--- src/rtl/pong_pkg.sv ---
// Shared types and constants for the pong game engine and its paddle controller.
package pong_pkg;

  localparam int COORD_W = 10;

  typedef enum logic [2:0] {
    IDLE  = 3'd0,
    SERVE = 3'd1,
    PLAY  = 3'd2,
    POINT = 3'd3,
    OVER  = 3'd4
  } game_state_t;

  // Bit positions inside the evt pulse vector
  localparam int EVT_WALL  = 0;
  localparam int EVT_HIT_L = 1;
  localparam int EVT_HIT_R = 2;
  localparam int EVT_POINT = 3;

endpackage

--- src/rtl/pong_engine_paddle.sv ---
// Clamped up/down paddle position register; moves one step per enabled tick.
module paddle_ctrl
  import pong_pkg::*;
#(
  parameter int SPEED  = 6,
  parameter int HEIGHT = 150,
  parameter int V_RES  = 480
) (
  input  logic               pixel_clk,
  input  logic               reset_n,
  input  logic               en,
  input  logic               up,
  input  logic               dn,
  output logic [COORD_W-1:0] y
);

  localparam logic signed [11:0] Y_MAX  = 12'(V_RES - HEIGHT);
  localparam logic signed [11:0] STEP   = 12'(SPEED);
  localparam logic [COORD_W-1:0] Y_INIT = COORD_W'((V_RES - HEIGHT) / 2);

  logic [COORD_W-1:0] y_q, y_d;
  logic signed [11:0] y_s, y_n;

  always_comb begin
    y_d = y_q;
    y_s = signed'({2'b00, y_q});
    y_n = y_s;
    // Both requests together cancel out
    if (en && (up != dn)) begin
      y_n = up ? (y_s - STEP) : (y_s + STEP);
      if (y_n < 12'sd0)      y_n = 12'sd0;
      else if (y_n > Y_MAX)  y_n = Y_MAX;
      y_d = y_n[COORD_W-1:0];
    end
  end

  always_ff @(posedge pixel_clk or negedge reset_n) begin
    if (!reset_n) y_q <= Y_INIT;
    else          y_q <= y_d;
  end

  assign y = y_q;

endmodule

--- src/rtl/pong_engine.sv ---
// Pong game logic: ball physics, paddle reflection, scoring and serve/play/over FSM.
// Optional macro PONG_SPEEDUP_EN: paddle hits speed the ball up to BALL_SPEED_MAX.
module pong_engine
  import pong_pkg::*;
#(
  parameter int H_RES          = 640,
  parameter int V_RES          = 480,
  parameter int BALL_SIZE      = 25,
  parameter int PADDLE_W       = 10,
  parameter int PADDLE_H       = 150,
  parameter int PADDLE_L_X     = 40,
  parameter int PADDLE_R_X     = 600,
  parameter int BALL_SPEED     = 4,
  parameter int BALL_SPEED_MAX = 10,
  parameter int PADDLE_SPEED   = 6,
  parameter int SCORE_MAX      = 9,
  parameter int SERVE_DELAY    = 60
) (
  input  logic                 pixel_clk,
  input  logic                 reset_n,
  input  logic                 tick,
  input  logic                 start,
  input  logic                 pad_l_up,
  input  logic                 pad_l_dn,
  input  logic                 pad_r_up,
  input  logic                 pad_r_dn,
  output logic [COORD_W-1:0]   ball_x,
  output logic [COORD_W-1:0]   ball_y,
  output logic [COORD_W-1:0]   pad_l_y,
  output logic [COORD_W-1:0]   pad_r_y,
  output logic [3:0]           score_l,
  output logic [3:0]           score_r,
  output logic [2:0]           game_state,
  output logic                 game_over,
  output logic [3:0]           evt
);

  localparam logic [COORD_W-1:0] BX0 = COORD_W'((H_RES - BALL_SIZE) / 2);
  localparam logic [COORD_W-1:0] BY0 = COORD_W'((V_RES - BALL_SIZE) / 2);
  localparam logic signed [11:0] S_BY_MAX = 12'(V_RES - BALL_SIZE);
  localparam logic signed [11:0] S_BX_MAX = 12'(H_RES - BALL_SIZE);
  localparam logic signed [11:0] S_L_FACE = 12'(PADDLE_L_X + PADDLE_W);
  localparam logic signed [11:0] S_R_FACE = 12'(PADDLE_R_X - BALL_SIZE);
  localparam logic signed [11:0] S_BSZ    = 12'(BALL_SIZE);
  localparam logic signed [11:0] S_PH     = 12'(PADDLE_H);
  localparam logic [3:0]         SMAX     = 4'(SCORE_MAX);
  localparam logic [15:0]        DLY_LAST = 16'(SERVE_DELAY - 1);
  // Serve speed never exceeds the ceiling, even if misconfigured
  localparam logic [COORD_W-1:0] SPD0     =
    COORD_W'((BALL_SPEED > BALL_SPEED_MAX) ? BALL_SPEED_MAX : BALL_SPEED);

  game_state_t        state_q, state_d;
  logic [15:0]        cnt_q, cnt_d;
  logic [COORD_W-1:0] bx_q, bx_d, by_q, by_d;
  logic               dx_q, dx_d, dy_q, dy_d, sdy_q, sdy_d;
  logic [3:0]         score_l_q, score_l_d, score_r_q, score_r_d;
  logic [3:0]         evt_q, evt_d;
  logic               start_q;
  logic [COORD_W-1:0] spd;

`ifdef PONG_SPEEDUP_EN
  localparam logic [COORD_W-1:0] SPD_MAX = COORD_W'(BALL_SPEED_MAX);
  logic [COORD_W-1:0] spd_q, spd_d;
  assign spd = spd_q;
`else
  assign spd = SPD0;
`endif

  logic               start_edge, enter_serve, pad_en;
  logic               hit_l, hit_r, miss_l, miss_r;
  logic signed [11:0] bx_s, by_s, pl_s, pr_s, spd_s, nx, ny;

  assign pad_en = tick && ((state_q == SERVE) || (state_q == PLAY));

  paddle_ctrl #(.SPEED(PADDLE_SPEED), .HEIGHT(PADDLE_H), .V_RES(V_RES)) u_pad_l (
    .pixel_clk(pixel_clk), .reset_n(reset_n), .en(pad_en),
    .up(pad_l_up), .dn(pad_l_dn), .y(pad_l_y)
  );

  paddle_ctrl #(.SPEED(PADDLE_SPEED), .HEIGHT(PADDLE_H), .V_RES(V_RES)) u_pad_r (
    .pixel_clk(pixel_clk), .reset_n(reset_n), .en(pad_en),
    .up(pad_r_up), .dn(pad_r_dn), .y(pad_r_y)
  );

  always_comb begin
    bx_s  = signed'({2'b00, bx_q});
    by_s  = signed'({2'b00, by_q});
    pl_s  = signed'({2'b00, pad_l_y});
    pr_s  = signed'({2'b00, pad_r_y});
    spd_s = signed'({2'b00, spd});
    nx    = dx_q ? (bx_s + spd_s) : (bx_s - spd_s);
    ny    = dy_q ? (by_s + spd_s) : (by_s - spd_s);
    // Overlap uses the pre-update ball y against the current paddle y
    hit_l  = !dx_q && (bx_s >= S_L_FACE) && (nx <= S_L_FACE) &&
             (by_s + S_BSZ > pl_s) && (by_s < pl_s + S_PH);
    hit_r  = dx_q && (bx_s <= S_R_FACE) && (nx >= S_R_FACE) &&
             (by_s + S_BSZ > pr_s) && (by_s < pr_s + S_PH);
    miss_l = !dx_q && (nx <= 12'sd0) && !hit_l;
    miss_r = dx_q && (nx >= S_BX_MAX) && !hit_r;
  end

  always_comb begin
    state_d     = state_q;
    cnt_d       = cnt_q;
    bx_d        = bx_q;
    by_d        = by_q;
    dx_d        = dx_q;
    dy_d        = dy_q;
    sdy_d       = sdy_q;
    score_l_d   = score_l_q;
    score_r_d   = score_r_q;
    evt_d       = '0;
    enter_serve = 1'b0;
    start_edge  = start && !start_q;
`ifdef PONG_SPEEDUP_EN
    spd_d       = spd_q;
`endif

    case (state_q)
      IDLE, OVER: begin
        if (start_edge) begin
          enter_serve = 1'b1;
          score_l_d   = '0;
          score_r_d   = '0;
          dx_d        = 1'b1;
          dy_d        = 1'b1;
          sdy_d       = 1'b1;
        end
      end
      SERVE: begin
        if (tick) begin
          if (cnt_q == DLY_LAST) begin
            state_d = PLAY;
            cnt_d   = '0;
          end else begin
            cnt_d = cnt_q + 16'd1;
          end
        end
      end
      PLAY: begin
        if (tick) begin
          if (!dy_q && (ny < 12'sd0)) begin
            by_d            = '0;
            dy_d            = 1'b1;
            evt_d[EVT_WALL] = 1'b1;
          end else if (dy_q && (ny > S_BY_MAX)) begin
            by_d            = S_BY_MAX[COORD_W-1:0];
            dy_d            = 1'b0;
            evt_d[EVT_WALL] = 1'b1;
          end else begin
            by_d = ny[COORD_W-1:0];
          end

          if (hit_l || hit_r) begin
            bx_d  = hit_l ? S_L_FACE[COORD_W-1:0] : S_R_FACE[COORD_W-1:0];
            dx_d  = hit_l;
            evt_d[EVT_HIT_L] = hit_l;
            evt_d[EVT_HIT_R] = hit_r;
`ifdef PONG_SPEEDUP_EN
            if (spd_q < SPD_MAX) spd_d = spd_q + 1'b1;
`endif
          end else if (miss_l || miss_r) begin
            // Ball holds x for the point tick; dx already aims at the conceder
            if (miss_l && (score_r_q < SMAX)) score_r_d = score_r_q + 4'd1;
            if (miss_r && (score_l_q < SMAX)) score_l_d = score_l_q + 4'd1;
            dx_d             = miss_r;
            evt_d[EVT_POINT] = 1'b1;
            state_d          = POINT;
          end else begin
            bx_d = nx[COORD_W-1:0];
          end
        end
      end
      POINT: begin
        if (tick) begin
          if ((score_l_q == SMAX) || (score_r_q == SMAX)) begin
            state_d = OVER;
          end else begin
            enter_serve = 1'b1;
            sdy_d       = !sdy_q;
            dy_d        = !sdy_q;
          end
        end
      end
      default: state_d = IDLE;
    endcase

    if (enter_serve) begin
      state_d = SERVE;
      cnt_d   = '0;
      bx_d    = BX0;
      by_d    = BY0;
`ifdef PONG_SPEEDUP_EN
      spd_d   = SPD0;
`endif
    end
  end

  always_ff @(posedge pixel_clk or negedge reset_n) begin
    if (!reset_n) begin
      state_q   <= IDLE;
      cnt_q     <= '0;
      bx_q      <= BX0;
      by_q      <= BY0;
      dx_q      <= 1'b1;
      dy_q      <= 1'b1;
      sdy_q     <= 1'b1;
      score_l_q <= '0;
      score_r_q <= '0;
      evt_q     <= '0;
      start_q   <= 1'b0;
`ifdef PONG_SPEEDUP_EN
      spd_q     <= SPD0;
`endif
    end else begin
      state_q   <= state_d;
      cnt_q     <= cnt_d;
      bx_q      <= bx_d;
      by_q      <= by_d;
      dx_q      <= dx_d;
      dy_q      <= dy_d;
      sdy_q     <= sdy_d;
      score_l_q <= score_l_d;
      score_r_q <= score_r_d;
      evt_q     <= evt_d;
      start_q   <= start;
`ifdef PONG_SPEEDUP_EN
      spd_q     <= spd_d;
`endif
    end
  end

  assign ball_x     = bx_q;
  assign ball_y     = by_q;
  assign score_l    = score_l_q;
  assign score_r    = score_r_q;
  assign game_state = state_q;
  assign game_over  = (state_q == OVER);
  assign evt        = evt_q;

endmodule

--- config.mk ---
export PLATFORM = sky130hd
export DESIGN_NAME = pong_engine
export DESIGN_NICKNAME = d
export VERILOG_FILES = /design/src/rtl/pong_pkg.sv /design/src/rtl/pong_engine_paddle.sv /design/src/rtl/pong_engine.sv
export SDC_FILE = /design/constraint.sdc
export NUM_CORES = 1
export LEC_CHECK = 0
export CORE_MARGIN = 1
export CORE_UTILIZATION = 35
export CTS_CLUSTER_DIAMETER = 100
export DETAILED_ROUTE_END_ITERATION = 10
export MAX_ROUTING_LAYER = met4
export PLACE_DENSITY = 0.64
export SLEW_MARGIN = 20
export SYNTH_ARGS = -nofsm -noshare
export SYNTH_HDL_FRONTEND = slang
export SYNTH_SLANG_ARGS = --single-unit
--- constraint.sdc ---
create_clock -name pixel_clk -period 6.55 [get_ports pixel_clk]
set_input_delay 0.9825 -clock pixel_clk [delete_from_list [all_inputs] [get_ports pixel_clk]]
set_output_delay 0.9825 -clock pixel_clk [all_outputs]
set_load 0.01 [all_outputs]
==> impl_metrics.py, run 1 <==
metrics = {
    "global_route": {
        "grt.total_usage_pct": 19.08,
        "overflow": 0,
        "wire_length_of_the_first_global_routing_pass_mm": 27.19,
        "vias_in_the_first_global_route": 5410,
        "number_of_antenna_violations_at_the_first_check_in_global_routing": 0,
        "grt_max_degree": 75,
    },
    "routing": {
        "drt-initial-drc-count": 378,
        "drcViolationCount": 0,
        "detail_route.wirelength_mm": 15.94,
        "drt-vias-per-instance": 5.513,
        "route.vias.total": 5563,
        "first_pass_iters": 5,
        "drtAntennaViolNets": 0,
        "routedWlPerCell_um": 15.80,
    },
    "job": {
        "maxCapViolations": 0,
    },
    "sta": {
        "setup_repair_after_global_routing_missed_its_margin": "false",
        "finalCriticalPeriod_ns": 3.823,
        "fmax_ghz": 0.2616,
        "worst_pin_slew_ns": 0.9972,
        "final.period_utilization_pct": 58.36,
        "finClkSkew_ns": 0.008139,
        "final-hold-violation-count": 0,
        "relSlewSlack_pct": 32.91,
        "finalHoldWorstSlack_ns": 0.5036,
        "setup_total_negative_slack_ns": 0,
        "drv_slew": 0,
        "timing.final.setup_violations": 0,
    },
    "critical_path": {
        "worstPathArrival_ns": 4.02,
        "worst_setup_path_end_kind": "flop",
        "r2r_cells": 15,
        "timing.critical_path.fanout_max": 11,
        "start_kind": "flop",
        "setup.worst_path.class": "flop to flop",
        "worstPathRequired_ns": 6.75,
    },
    "synth": {
        "number_of_synthesized_flops_with_an_enable_pin": 0,
        "synth_mux_area_share_pct": 1.334,
        "main_combinational_cell_family_by_area_after_synthesis": "compound AO/OA/AOI/OAI gates",
        "netlist-cell-type-count": 89,
        "mappedNetlistNets": 798,
        "synth_xor_xnor_area_share_pct": 7.646,
        "yosysWarningCount": 0,
        "postSynthCellCount": 733,
        "avgSynthCellArea_um2": 8.572,
        "yosysTopAreaCellShare_pct": 21.51,
        "synth-seq-area-share_pct": 29.87,
        "syn_area_um2": 6284,
        "ys_seq_elements": 74,
        "synthTopCellsByArea": "sky130_fd_sc_hd__dfrtp_1, sky130_fd_sc_hd__ha_1, sky130_fd_sc_hd__dfstp_2",
        "synth-main-ff-cell": "sky130_fd_sc_hd__dfrtp_1",
        "post-synth-top-count-cell": "sky130_fd_sc_hd__nand2_1",
        "postSynth.asyncResetShare_pct": 100.0,
        "post_synth_fa_ha_maj_area_fraction_pct": 11.35,
        "synth_area_leader_cell": "sky130_fd_sc_hd__dfrtp_1",
        "synth_area_in_compound_gates_pct": 22.76,
        "synthSimpleGateAreaFrac_pct": 22.32,
        "ys_top_cells_by_count": "sky130_fd_sc_hd__nand2_1, sky130_fd_sc_hd__nor2_1, sky130_fd_sc_hd__ha_1",
    },
    "placement": {
        "place_congestion": 0.8553,
        "placed_cell_area_um2": 7069,
        "io_buffers": 63,
        "dpl.hpwl_mm": 11.58,
    },
    "final_layout": {
        "final_core_utilization_pct": 42.35,
        "post-route-cell-area_um2": 7376,
        "drive_gt1_share_pct": 8.036,
        "fin_nets": 844,
        "diodes": 0,
        "area_growth_syn_to_layout_pct": 17.38,
    },
    "clock_tree": {
        "cts_max_level": 3,
        "clk_pin_slew_ns": 0.06,
        "hold_buffers": 0,
        "clockBufferDepth": 2,
        "cts.root.buffer_cell": "sky130_fd_sc_hd__clkbuf_16",
        "post-cts-setup-buffers": 0,
        "tritoncts.num_buffers": 9,
        "cts_resized": 0,
        "clock_insertion_delay_worst_skew_ns": 0.35,
        "cts_tree": "yes",
        "clkSinkCount": 74,
    },
    "pwr": {
        "powerDensity_nw_per_um2": 280.2,
        "worst_ir_drop_vdd_mv": 0.1637,
        "report.power.total_mw": 2.066,
        "static_power_due_to_leakage_nw": 2.912,
    },
    "die": {
        "number_of_i_o_pins": 64,
        "overall_die_height_um": 136.0,
        "die_area_um2": 18490,
        "placement_rows": 48,
        "dieWidth_um": 136.0,
        "start_util_pct": 36.08,
        "core_area_um2": 17420,
    },
    "status": {
        "status": "finished, final reports clean",
    },
    "hold_path": {
        "depth_of_the_worst_hold_timing_path": 1,
        "worst_hold_path_type": "flop to flop",
    },
}
==> cells by family after synthesis <==
kind of cell | Yosys count
simple gates | 261
flops | 74
buf+inv | 74
xor+xnor | 54
fa+ha+maj | 57
mux | 8
compound gates | 205
==> flip-flops by register name, indices dropped and copies added (netlist names) <==
| register | cells |
|---|---|
| evt | 4 |
| u_pad_r.y | 10 |
| ball_x | 10 |
| dx_q | 1 |
| sdy_q | 1 |
| cnt_q | 16 |
| game_state | 3 |
| score_r | 4 |
| score_l | 4 |
| start_q | 1 |
| ball_y | 9 |
| dy_q | 1 |
| u_pad_l.y | 10 |
==> critical path, stage by stage (launching register included) <==
cell and delay, ns:
sky130_fd_sc_hd__dfrtp_1 0.58, sky130_fd_sc_hd__inv_1 0.14, sky130_fd_sc_hd__ha_1 0.20, sky130_fd_sc_hd__a21oi_1 0.21
sky130_fd_sc_hd__nand2b_1 0.12, sky130_fd_sc_hd__nand2_1 0.10, sky130_fd_sc_hd__xnor2_1 0.08, sky130_fd_sc_hd__ha_1 0.33
sky130_fd_sc_hd__and3_1 0.19, sky130_fd_sc_hd__o21ai_0 0.10, sky130_fd_sc_hd__a31oi_1 0.16, sky130_fd_sc_hd__o22ai_1 0.17
sky130_fd_sc_hd__a221oi_4 0.47, sky130_fd_sc_hd__a21oi_2 0.15, sky130_fd_sc_hd__o21ai_1 0.49, sky130_fd_sc_hd__o22ai_1 0.16
==> layout make-up <==
type	count	area (um^2)
clock inverters	3	46.29
clock buffers	13	260.3
repair buffers	63	628.1
inverters	46	172.7
well taps	225	281.5
multi-input cells	585	4110
flip-flops and latches	74	1877
fillers	1741	10040
==> layer usage <==
metal / vias to the layer above / share of wire [%] / track usage (%)
met4: 0 / 1.6 / 6.111
li1: 2786 / - / -
met3: 15 / 3.8 / 3.207
met5: - / 0 / -
met2: 113 / 45 / 29.68
met1: 2649 / 50 / 25.12
==> cell usage in the layout (no fill, tap or decap), drive strengths merged, types with 17 or more instances in the layout <==
cell type / n
xnor2: 37
a21oi: 46
inv: 45
clkdlybuf4s50: 62
xor2: 17
ha: 57
nand3: 24
o21ai: 50
nor2: 58
dfstp: 20
nand2: 60
dfrtp: 54
==> final timing paths <==
| kind | startpoint | endpoint | slack (ns) |
|---|---|---|---|
| worst max-delay path | ball_y[3]$_DFFE_PN0P_ | ball_x[6]$_DFFE_PN0P_ | 2.73 |
| worst min-delay path | u_pad_r.y[0]$_DFFE_PN1P_ | u_pad_r.y[0]$_DFFE_PN1P_ | 0.50 |
| worst max register to register | ball_y[3]$_DFFE_PN0P_ | ball_x[6]$_DFFE_PN0P_ | 2.73 |
| worst min register to register | u_pad_r.y[0]$_DFFE_PN1P_ | u_pad_r.y[0]$_DFFE_PN1P_ | 0.50 |
| max in group asynchronous | reset_n | score_l[1]$_DFFE_PN0P_ | 5.11 |
| min in group asynchronous | reset_n | u_pad_r.y[1]$_DFFE_PN0P_ | 0.78 |
==> through the flow <==
step | setup slack, ns | instances
after floorplan | 3.201 | 733
after global placement | 2.600 | 993
after detailed placement | 2.575 | 993
after CTS | 2.729 | 1009
after global routing | 2.320 | 1009
final | 2.728 | 1009
==> power by group <==
group	internal, mW	switching (mW)	leakage, nW
sequential	0.521	0.125	0.938
combinational	0.421	0.482	1.83
clock	0.318	0.200	0.146
No activity file was read; power rests on OpenSTA's default activity.
==> run 2, diff against run 1 <==
--- a/config.mk
+++ b/config.mk
@@ -10,7 +10,7 @@
 export CTS_CLUSTER_DIAMETER = 100
 export DETAILED_ROUTE_END_ITERATION = 10
 export MAX_ROUTING_LAYER = met4
-export PLACE_DENSITY = 0.64
+export PLACE_DENSITY = 0.65
 export SLEW_MARGIN = 20
 export SYNTH_ARGS = -nofsm -noshare
 export SYNTH_HDL_FRONTEND = slang
==> constraint.sdc (replaced) <==
create_clock -name pixel_clk -period 3.2 [get_ports pixel_clk]
set_input_delay 0.48 -clock pixel_clk [delete_from_list [all_inputs] [get_ports pixel_clk]]
set_output_delay 0.48 -clock pixel_clk [all_outputs]
set_load 0.01 [all_outputs]
==> run 2 against run 1 <==
Sequential power rose by 90%. Setup slack lost 2.7 ns. Die area is the same. Worst hold slack worse by 0.35 ns. Sequential share of layout area is 1.8 points lower. Register-to-register slack got worse by 2.7 ns. Cell area increased by 7.6%.
==> impl_metrics.py, run 2 (synthesis gave the netlist of run 1 again) <==
metrics = {
    "status": {
        "status": "finished, final reports clean",
    },
    "critical_path": {
        "setup.worst_path.class": "flop to flop",
        "count_of_buffering_cells_on_the_critical_path_with_inverters_included": 0,
        "cp-startpoint": "ball_y[2]$_DFFE_PN0P_",
        "timing.critical_path.fanout_max": 5,
        "worstReg2RegStart": "ball_y[2]$_DFFE_PN0P_",
        "cp_cell_sequence": "ha_4, a21oi_2, nand2b_1, nand2_2, xnor2_2, ha_1, and3_4, o21ai_2, a31oi_1, o22ai_2, a221oi_4, a21oi_2, or3b_4, o22ai_2",
        "critical_path.slowest_cell": "sky130_fd_sc_hd__dfrtp_2",
        "worst_setup_path_end_kind": "flop",
        "start_kind": "flop",
        "worstPathRequired_ns": 3.47,
        "timing.critical_path.max_delay_family": "compound AO/OA/AOI/OAI gates",
        "worstPathArrival_ns": 3.45,
        "timing.critical_path.slowest_cell_delay_ns": 0.47,
    },
    "sta": {
        "worst_pin_slew_ns": 0.6969,
        "finalCriticalPeriod_ns": 3.178,
        "fmax_ghz": 0.3147,
        "setup_slack_ns": 0.02191,
        "setup_total_negative_slack_ns": 0,
        "timing.final.setup_violations": 0,
        "finClkSkew_ns": 0.01011,
        "drv_slew": 0,
        "setup_repair_after_global_routing_missed_its_margin": "true",
        "final.period_utilization_pct": 99.32,
        "final-hold-violation-count": 0,
        "relSlewSlack_pct": 53.54,
    },
    "die": {
        "start_util_pct": 36.08,
        "overall_die_height_um": 136.0,
        "die_area_um2": 18490,
        "core_area_um2": 17420,
        "dieWidth_um": 136.0,
        "number_of_i_o_pins": 64,
        "placement_rows": 48,
    },
    "global_route": {
        "wire_length_of_the_first_global_routing_pass_mm": 27.46,
        "number_of_antenna_violations_at_the_first_check_in_global_routing": 0,
        "grt.total_usage_pct": 19.22,
        "vias_in_the_first_global_route": 5501,
        "grt_max_degree": 75,
        "overflow": 0,
    },
    "routing": {
        "drcViolationCount": 0,
        "first_pass_iters": 5,
        "route.vias.total": 5864,
        "drt-initial-drc-count": 387,
        "drtAntennaViolNets": 0,
        "drt-vias-per-instance": 5.506,
        "routedWlPerCell_um": 15.68,
        "detail_route.wirelength_mm": 16.70,
    },
    "clock_tree": {
        "clk_pin_slew_ns": 0.06,
        "tritoncts.num_buffers": 9,
        "cts_max_level": 3,
        "clockBufferDepth": 2,
        "clkSinkCount": 74,
        "cts_tree": "yes",
        "hold_buffers": 0,
        "cts.root.buffer_cell": "sky130_fd_sc_hd__clkbuf_16",
        "clock_insertion_delay_worst_skew_ns": 0.35,
    },
    "final_layout": {
        "multi_input_area_um2": 4259,
        "fin_nets": 900,
        "final_cells": 1065,
        "diodes": 0,
        "largest_register_ff_count": 16,
        "most_common_cell_after_layout_fill_and_taps_aside": "sky130_fd_sc_hd__clkdlybuf4s50_1",
        "seq_area_um2": 1878,
        "fillerInstances": 1726,
        "drive_gt1_share_pct": 17.50,
        "largest_register": "cnt_q",
        "area_growth_syn_to_layout_pct": 26.30,
        "layout.cells.most_common_list": "sky130_fd_sc_hd__clkdlybuf4s50_1, sky130_fd_sc_hd__nand2_1, sky130_fd_sc_hd__nor2_1, sky130_fd_sc_hd__buf_4, sky130_fd_sc_hd__ha_1",
    },
    "placement": {
        "dpl.hpwl_mm": 12.28,
        "dp_cells": 1042,
        "io_buffers": 63,
        "pre_cts_worst_setup_slack_ns": -0.06241,
        "place_congestion": 0.8787,
    },
    "job": {
        "maxCapViolations": 0,
    },
    "hold_path": {
        "worst_hold_path_type": "primary input to asynchronous set/reset pin",
    },
    "pwr": {
        "static_power_due_to_leakage_nw": 3.211,
        "worst_ir_drop_vdd_mv": 0.3626,
        "powerDensity_nw_per_um2": 555.1,
    },
}
==> run 2: cell count changes in the layout (fill, tap and decap cells not counted), moves of 3 or more <==
cell,delta
sky130_fd_sc_hd__buf_4,+54
sky130_fd_sc_hd__o21ai_2,+4
sky130_fd_sc_hd__ha_1,-3
sky130_fd_sc_hd__ha_4,+3
sky130_fd_sc_hd__o21ai_0,-3
sky130_fd_sc_hd__o22ai_1,-3
sky130_fd_sc_hd__o22ai_2,+3
==> run 2: layout make-up <==
type,count,area share (%)
inverter,46,2.176
clock inverter,6,0.6306
timing repair buffer,119,13.31
sequential,74,23.66
multi-input combinational,585,53.67
clock buffer,10,3.011
tap,225,3.547
==> run 2: worst reg2reg max path, cell delays in order, from the launching register on <==
cell                       delay (ns)
sky130_fd_sc_hd__dfrtp_2         0.47
sky130_fd_sc_hd__ha_4            0.18
sky130_fd_sc_hd__a21oi_2         0.14
sky130_fd_sc_hd__nand2b_1        0.13
sky130_fd_sc_hd__nand2_2         0.11
sky130_fd_sc_hd__xnor2_2         0.09
sky130_fd_sc_hd__ha_1            0.31
sky130_fd_sc_hd__and3_4          0.19
sky130_fd_sc_hd__o21ai_2         0.05
sky130_fd_sc_hd__a31oi_1         0.20
sky130_fd_sc_hd__o22ai_2         0.15
sky130_fd_sc_hd__a221oi_4        0.42
sky130_fd_sc_hd__a21oi_2         0.15
sky130_fd_sc_hd__or3b_4          0.44
sky130_fd_sc_hd__o22ai_2         0.09
==> run 2: routing by layer <==
| layer | up-vias | GRT usage (%) | part of all wire [%] |
|---|---|---|---|
| li1 | 2882 | - | - |
| met4 | 0 | 4.136 | 1.2 |
| met5 | - | - | 0 |
| met3 | 16 | 3.654 | 4.4 |
| met2 | 137 | 30.95 | 47 |
| met1 | 2829 | 24.95 | 48 |
==> run 2: worst paths after layout <==
| kind | endpoint | slack, ns | depth (start not counted) |
|---|---|---|---|
| worst max-delay path | ball_x[2]$_DFFE_PN0P_ | 0.02 | 14 |
| worst min register to register | u_pad_l.y[0]$_DFFE_PN1P_ | 0.51 | 1 |
| worst max register to register | ball_x[2]$_DFFE_PN0P_ | 0.02 | 14 |
| max in group asynchronous | ball_y[2]$_DFFE_PN0P_ | 2.54 | 1 |
| min in group pixel_clk | u_pad_l.y[0]$_DFFE_PN1P_ | 0.51 | 1 |
| worst min-delay path | u_pad_l.y[1]$_DFFE_PN0P_ | 0.15 | 1 |
==> run 2: report_power, final <==
group          internal [mW]  total (mW)  switching [mW]
Sequential              1.07        1.23           0.163
Combinational           1.04        2.18            1.14
Clock                  0.555        1.00           0.446
==> run 2: what timing repair did <==
item	in CTS	in global routing
resized for setup	3	32
pin swaps	2	16
endpoints found under the hold margin	0	0
buffers inserted	3	4
setup endpoints to repair	13	19
==> run 2: stage by stage <==
stage	cell area, um^2	total power [mW]	utilization, %	hold WS [ns]
floorplan	6284	2.606	-	0.1844
global route	7936	4.740	45.57	0.2165
CTS	7764	4.400	44.58	0.3269
global placement	7437	3.334	42.70	0.4886
detailed placement	7437	3.356	42.70	0.4928
finish	7936	4.406	45.57	0.1519
==> run 3, diff against run 2 <==
--- a/config.mk
+++ b/config.mk
@@ -9,6 +9,7 @@
 export CORE_UTILIZATION = 35
 export CTS_CLUSTER_DIAMETER = 100
 export DETAILED_ROUTE_END_ITERATION = 10
+export GPL_TIMING_DRIVEN = 0
 export MAX_ROUTING_LAYER = met4
 export PLACE_DENSITY = 0.65
 export SLEW_MARGIN = 20
==> run 3 against run 2 <==
The flow now finishes with violations (negative setup slack). Clock-buffer cell count unchanged. Core utilization rose by 1.2 points. Sequential cell count unchanged. Non-clock buffer count is 1 lower. Total power increased by 2.9%. Wire length increased by 1.6%. Critical path depth down 1. Cell area up 2.5%. Critical path type unchanged. Largest power group unchanged.
==> impl_metrics.py, run 3 (synthesis gave the netlist of run 1 again) <==
metrics = {
    "status": {
        "status": "finished, violations left",
        "failed_checks": "negative setup slack",
    },
    "sta": {
        "finClkSkew_ns": 0.007008,
        "finalHoldWorstSlack_ns": 0.04125,
        "setup_slack_ns": -0.1635,
        "worst_pin_slew_ns": 1.003,
        "relSlewSlack_pct": 32.52,
        "fmax_ghz": 0.2973,
        "final-hold-violation-count": 0,
        "finalCriticalPeriod_ns": 3.364,
        "drv_slew": 0,
        "timing.final.setup_violations": 11,
        "setup_repair_after_global_routing_missed_its_margin": "true",
        "final.period_utilization_pct": 105.1,
    },
    "global_route": {
        "number_of_antenna_violations_at_the_first_check_in_global_routing": 0,
        "vias_in_the_first_global_route": 5347,
        "grt.total_usage_pct": 18.69,
        "wire_length_of_the_first_global_routing_pass_mm": 26.69,
        "grt_max_degree": 50,
        "overflow": 0,
    },
    "final_layout": {
        "largest_register_ff_count": 16,
        "layout.cells.most_common_list": "sky130_fd_sc_hd__clkdlybuf4s50_1, sky130_fd_sc_hd__nand2_1, sky130_fd_sc_hd__nor2_1, sky130_fd_sc_hd__ha_1, sky130_fd_sc_hd__dfrtp_1",
        "multi_input_area_um2": 4483,
        "seq_area_um2": 1883,
        "most_common_cell_after_layout_fill_and_taps_aside": "sky130_fd_sc_hd__clkdlybuf4s50_1",
        "drive_gt1_share_pct": 19.19,
        "largest_register": "cnt_q",
        "fillerInstances": 1683,
        "diodes": 0,
        "final_cells": 1064,
        "area_growth_syn_to_layout_pct": 29.51,
        "fin_nets": 899,
        "post-route-cell-area_um2": 8138,
    },
    "die": {
        "start_util_pct": 36.08,
        "dieWidth_um": 136.0,
        "core_area_um2": 17420,
        "die_area_um2": 18490,
        "number_of_i_o_pins": 64,
        "placement_rows": 48,
        "overall_die_height_um": 136.0,
    },
    "critical_path": {
        "r2r_cells": 13,
        "worstReg2RegStart": "ball_y[2]$_DFFE_PN0P_",
        "worst_r2r_endpoint": "ball_x[3]$_DFFE_PN0P_",
        "timing.critical_path.fanout_max": 6,
        "regToRegSetupSlack_ns": -0.16,
        "setup.worst_path.class": "flop to flop",
        "start_kind": "flop",
        "critical_path.slowest_cell": "sky130_fd_sc_hd__dfrtp_2",
        "timing.critical_path.slowest_cell_delay_ns": 0.47,
        "worstPathArrival_ns": 3.59,
        "cp_cell_sequence": "buf_6, ha_4, o311ai_4, xnor2_2, ha_1, nand4_1, o221ai_2, o221ai_2, a221o_1, or3_4, buf_6, or3b_4, o22ai_1",
        "worst_setup_path_end_kind": "flop",
        "worstPathRequired_ns": 3.43,
    },
    "routing": {
        "detail_route.wirelength_mm": 16.97,
        "drtAntennaViolNets": 0,
        "first_pass_iters": 5,
        "drt-initial-drc-count": 328,
        "drcViolationCount": 0,
        "routedWlPerCell_um": 15.95,
        "route.vias.total": 5847,
        "drt-vias-per-instance": 5.495,
    },
    "clock_tree": {
        "cts.root.buffer_cell": "sky130_fd_sc_hd__clkbuf_16",
        "cts_tree": "yes",
        "cts_max_level": 3,
        "clock_insertion_delay_worst_skew_ns": 0.35,
        "hold_buffers": 0,
        "clk_pin_slew_ns": 0.06,
        "clockBufferDepth": 2,
        "clkSinkCount": 74,
        "tritoncts.num_buffers": 9,
    },
    "placement": {
        "io_buffers": 61,
        "placed_cell_area_um2": 7201,
        "dpl.hpwl_mm": 12.00,
        "dp_cells": 1020,
        "place_congestion": 0.8961,
    },
    "job": {
        "maxCapViolations": 0,
    },
    "pwr": {
        "powerDensity_nw_per_um2": 557.2,
        "worst_ir_drop_vdd_mv": 0.3736,
        "static_power_due_to_leakage_nw": 3.232,
        "report.power.total_mw": 4.534,
    },
    "hold_path": {
        "worst_hold_path_type": "primary input to asynchronous set/reset pin",
    },
}
run 3: worst max-delay path by stage:
stage | to | slack [ns] | cells past startpoint | start
2_1_floorplan | ball_x[6]$_DFFE_PN0P_ | 0.02 | 15 | ball_y[3]$_DFFE_PN0P_
3_3_place_gp | score_l[1]$_DFFE_PN0P_ | -1.13 | 1 | reset_n
3_5_place_dp | ball_x[6]$_DFFE_PN0P_ | -0.67 | 15 | ball_y[3]$_DFFE_PN0P_
4_1_cts | ball_x[2]$_DFFE_PN0P_ | 0.001 | 11 | ball_y[0]$_DFFE_PN1P_
5_1_grt | ball_x[2]$_DFFE_PN0P_ | -0.22 | 13 | ball_y[2]$_DFFE_PN0P_
6_report | ball_x[3]$_DFFE_PN0P_ | -0.16 | 13 | ball_y[2]$_DFFE_PN0P_
run 3: final cells by class:
type                    instances  area share, %
multi-input cells             585          55.09
plain buffers                  26          1.661
well taps                     225          3.459
flip-flops and latches         74          23.14
repair buffers                 92          10.92
inverters                      46          2.122
clock buffers                  10          2.814
clock inverters                 6         0.7995
run 3: layer usage:
| metal | track usage [%] | up-vias | part of all wire, % |
|---|---|---|---|
| li1 | - | 2891 | - |
| met1 | 24.64 | 2824 | 48 |
| met2 | 29.71 | 120 | 47 |
| met3 | 3.617 | 12 | 3.9 |
| met4 | 3.765 | 0 | 1.0 |
| met5 | - | - | 0 |
run 3: critical path, delay by kind of cell (launching register included):
kind                     cells  cell delay (ns)
adder cells (fa/ha/maj)      2             0.51
AO/OA/AOI/OAI                5             1.10
XOR/XNOR                     1             0.15
AND/OR/NAND/NOR              3             0.73
flip-flops                   1             0.47
buffers and inverters        2             0.29
run 3: stage by stage:
| stage | setup WS, ns | util [%] | TNS, ns |
|---|---|---|---|
| after floorplan | 0.02309 | - | 0 |
| after detailed placement | -0.6745 | 41.34 | -8.968 |
| after CTS | 0.001498 | 44.50 | 0 |
| after global placement | -1.129 | 41.20 | -73.73 |
| final | -0.1635 | 46.72 | -0.7279 |
| after global routing | -0.2247 | 46.72 | -2.261 |
run 3: report_power, final:
group          leakage, nW  internal [mW]  switching [mW]
registers            0.931           1.07           0.192
clock network        0.143          0.607           0.425
logic                 2.16           1.05            1.19
run 3: repair_timing:
action                                  CTS  global route
cloned                                    0             0
buffers inserted                         19            11
endpoints found under the setup margin   19            23
gates resized for setup                  33            56
pin swaps                                14            32
==> RTL edit, RTL diff (flow settings as in run 2) <==
Register the output `pad_r_y`, with the module's reset; this adds one clock of latency there. The other outputs are not delayed to match.
--- a/src/rtl/pong_engine.sv
+++ b/src/rtl/pong_engine.sv
@@ -51,2 +51,4 @@
 
+  logic [COORD_W-1:0] pad_r_y_d;
+
   game_state_t        state_q, state_d;
@@ -81,3 +83,3 @@
     .pixel_clk(pixel_clk), .reset_n(reset_n), .en(pad_en),
-    .up(pad_r_up), .dn(pad_r_dn), .y(pad_r_y)
+    .up(pad_r_up), .dn(pad_r_dn), .y(pad_r_y_d)
   );
@@ -88,3 +90,3 @@
     pl_s  = signed'({2'b00, pad_l_y});
-    pr_s  = signed'({2'b00, pad_r_y});
+    pr_s  = signed'({2'b00, pad_r_y_d});
     spd_s = signed'({2'b00, spd});
@@ -240,2 +242,10 @@
 
+  always_ff @(posedge pixel_clk or negedge reset_n) begin
+    if (!reset_n) begin
+      pad_r_y <= '0;
+    end else begin
+      pad_r_y <= pad_r_y_d;
+    end
+  end
+
 endmodule
Function: changed (a bounded check fails within 4 cycles, from zero or initial values and one cycle with reset_n low).
==> RTL edit against run 2 <==
The run now ends with design-rule violations, negative setup slack left; sequential share of layout area is 1.2 points higher; sequential cell count up 10; worst setup slack worse by 0.21 ns; design area rose by 7.9%; wire length is 6.6% higher; hold slack improved by 0.032 ns; core utilization rose by 1.8 points; area after synthesis increased by 3.4%; total power increased by 14%; critical path type unchanged.
==> RTL edit: results (changes against run 2) <==
Outcome
  • Status: complete, but fails checks
  • Violations in the final reports: design-rule violations, negative setup slack

Timing
  • Maximum clock skew at final layout: 0.00706 ns (-0.00305 ns)
  • Setup total negative slack: -2.23 ns (-2.23 ns)
  • Worst-case setup margin in the final layout: -0.188 ns (-0.210 ns)
  • Number of setup violations in the final report: 17 (+17)
  • Max-slew headroom: 0.495 (-0.0406)
  • Worst hold slack: 0.184 ns (+0.0319 ns)

Synthesis
  • Netlist cell types: 83 (-6.7%)
  • Ranking of synthesized cells by area: dfrtp_1 (25%), ha_1 (11%), dfstp_2 (8.1%)
  • Synth Area in Adders: 0.110 (-0.00378)
  • Average cell area after synthesis: 8.76 um2 (+2.2%)
  • Xor and xnor area share after synthesis: 0.0807 (+0.00419)
  • Sequential share of the synthesized area: 0.327 (+0.0286)
  • Top cells by instance count after synthesis: dfrtp_1 (64), nand2_1 (63), nor2_1 (61)
  • Mux contribution to synthesized area: 0.0127 (-0.000637)
  • Synthesized net count: 807 (+1.1%)
  • Complex-gate fraction of the synthesized area: 0.216 (-0.0114)

Detailed routing
  • Detailed route wirelength on metal3: 833 um (+12%)
  • Count of routing violations after the opening detailed-route iteration: 356 (-8.0%)
  • Number of search-and-repair iterations in the first detailed-routing pass: 8 (+3)
  • Sum of routed wire length over all layers: 17.8 mm (+6.6%)
  • Wire length on met1: 8.45 mm (+5.9%)
  • Residual DRC: 18 (+18)
  • Detailed-routed wire length on met2: 8.22 mm (+5.6%)
  • Total via count after detailed routing: 6096 (+4.0%)

Placed design
  • Cell area reported after detailed placement: 8070 um2 (+8.5%)
  • RePlAce Congestion: 0.875 (-0.48%)
  • Worst slack at placement: -0.257 ns (-0.194 ns)
  • Dpl hpwl: 13.3 mm (+8.7%)
  • Placed Cells incl. Taps: 1098 (+5.4%)

Layout
  • Final net count: 954 (+6.0%)
  • Number of antenna repair diodes: 0 (unchanged)
  • Fraction of layout cells with a size suffix above 1: 0.229 (+0.0543)
  • Post-route non-filler standard cell count: 1123 (+5.4%)

Pwr
  • Static leakage: 0.00377 uW (+17%)
  • Max VDD drop: 0.336 mV (-7.3%)
  • Switching share of power: 0.391 (-0.00499)

Global route
  • Global Route met1 Usage: 0.258 (+0.00887)
  • Met2 track demand over resource in global routing: 0.322 (+0.0124)
  • Pin count of the biggest net entering global routing: 56 (-25%)
  • Global-route wire length before repair: 30.1 mm (+9.7%)
  • Global-route total usage across every layer: 0.200 (+0.00807)
  • Via count of the first global-routing pass: 5971 (+8.5%)
  • Met3 routing resource usage after global routing: 0.0333 (-0.00329)

Worst setup path
  • Data arrival at the endpoint of the critical path: 3.62 ns (+0.17 ns)
  • Capture point of the critical path: ball_x[7]
  • Delay contributed by the slowest stage of the critical path: 0.44 ns (-0.03 ns)
  • Critical path launch point: ball_y[2]
  • Crit Path Max Fanout: 4 (-1)
  • Number of cells on the worst reg-to-reg path: 15 (+1)

Clock network
  • Total of cells resized after clock tree synthesis: 17 (+14)
  • Setup Buffers After CTS: 8 (+5)
  • Number of clock buffers inserted by TritonCTS: 9 (unchanged)
## RTL edit: final cells by class
type                    instances  area [um2]
multi-input cells             586        4260
well taps                     229         287
fillers                      1724        9530
inverters                      42         160
clock buffers                   9         225
repair buffers                166        1440
clock inverters                 7        58.8
flip-flops and latches         84        2130
## RTL edit: power by group through the flow
stage | logic [uW] | registers, uW | clock network [uW]
floorplan | 1480 | 1500 | 0
finish | 2550 | 1440 | 1040
global route | 2830 | 1470 | 1110
global placement | 2430 | 1460 | 0
CTS | 2520 | 1440 | 1070
detailed placement | 2470 | 1460 | 0
## RTL edit: worst max-delay path: cells and delay by family, from the launching register on
| kind | cells | cell delay (ns) |
|---|---|---|
| buffers and inverters | 2 | 0.33 |
| xor gates and xnor gates | 1 | 0.08 |
| DFF | 1 | 0.44 |
| adders and majority gates | 2 | 0.49 |
| AOI/OAI and AO/OA | 6 | 1.29 |
| and+or+nand+nor | 4 | 0.64 |
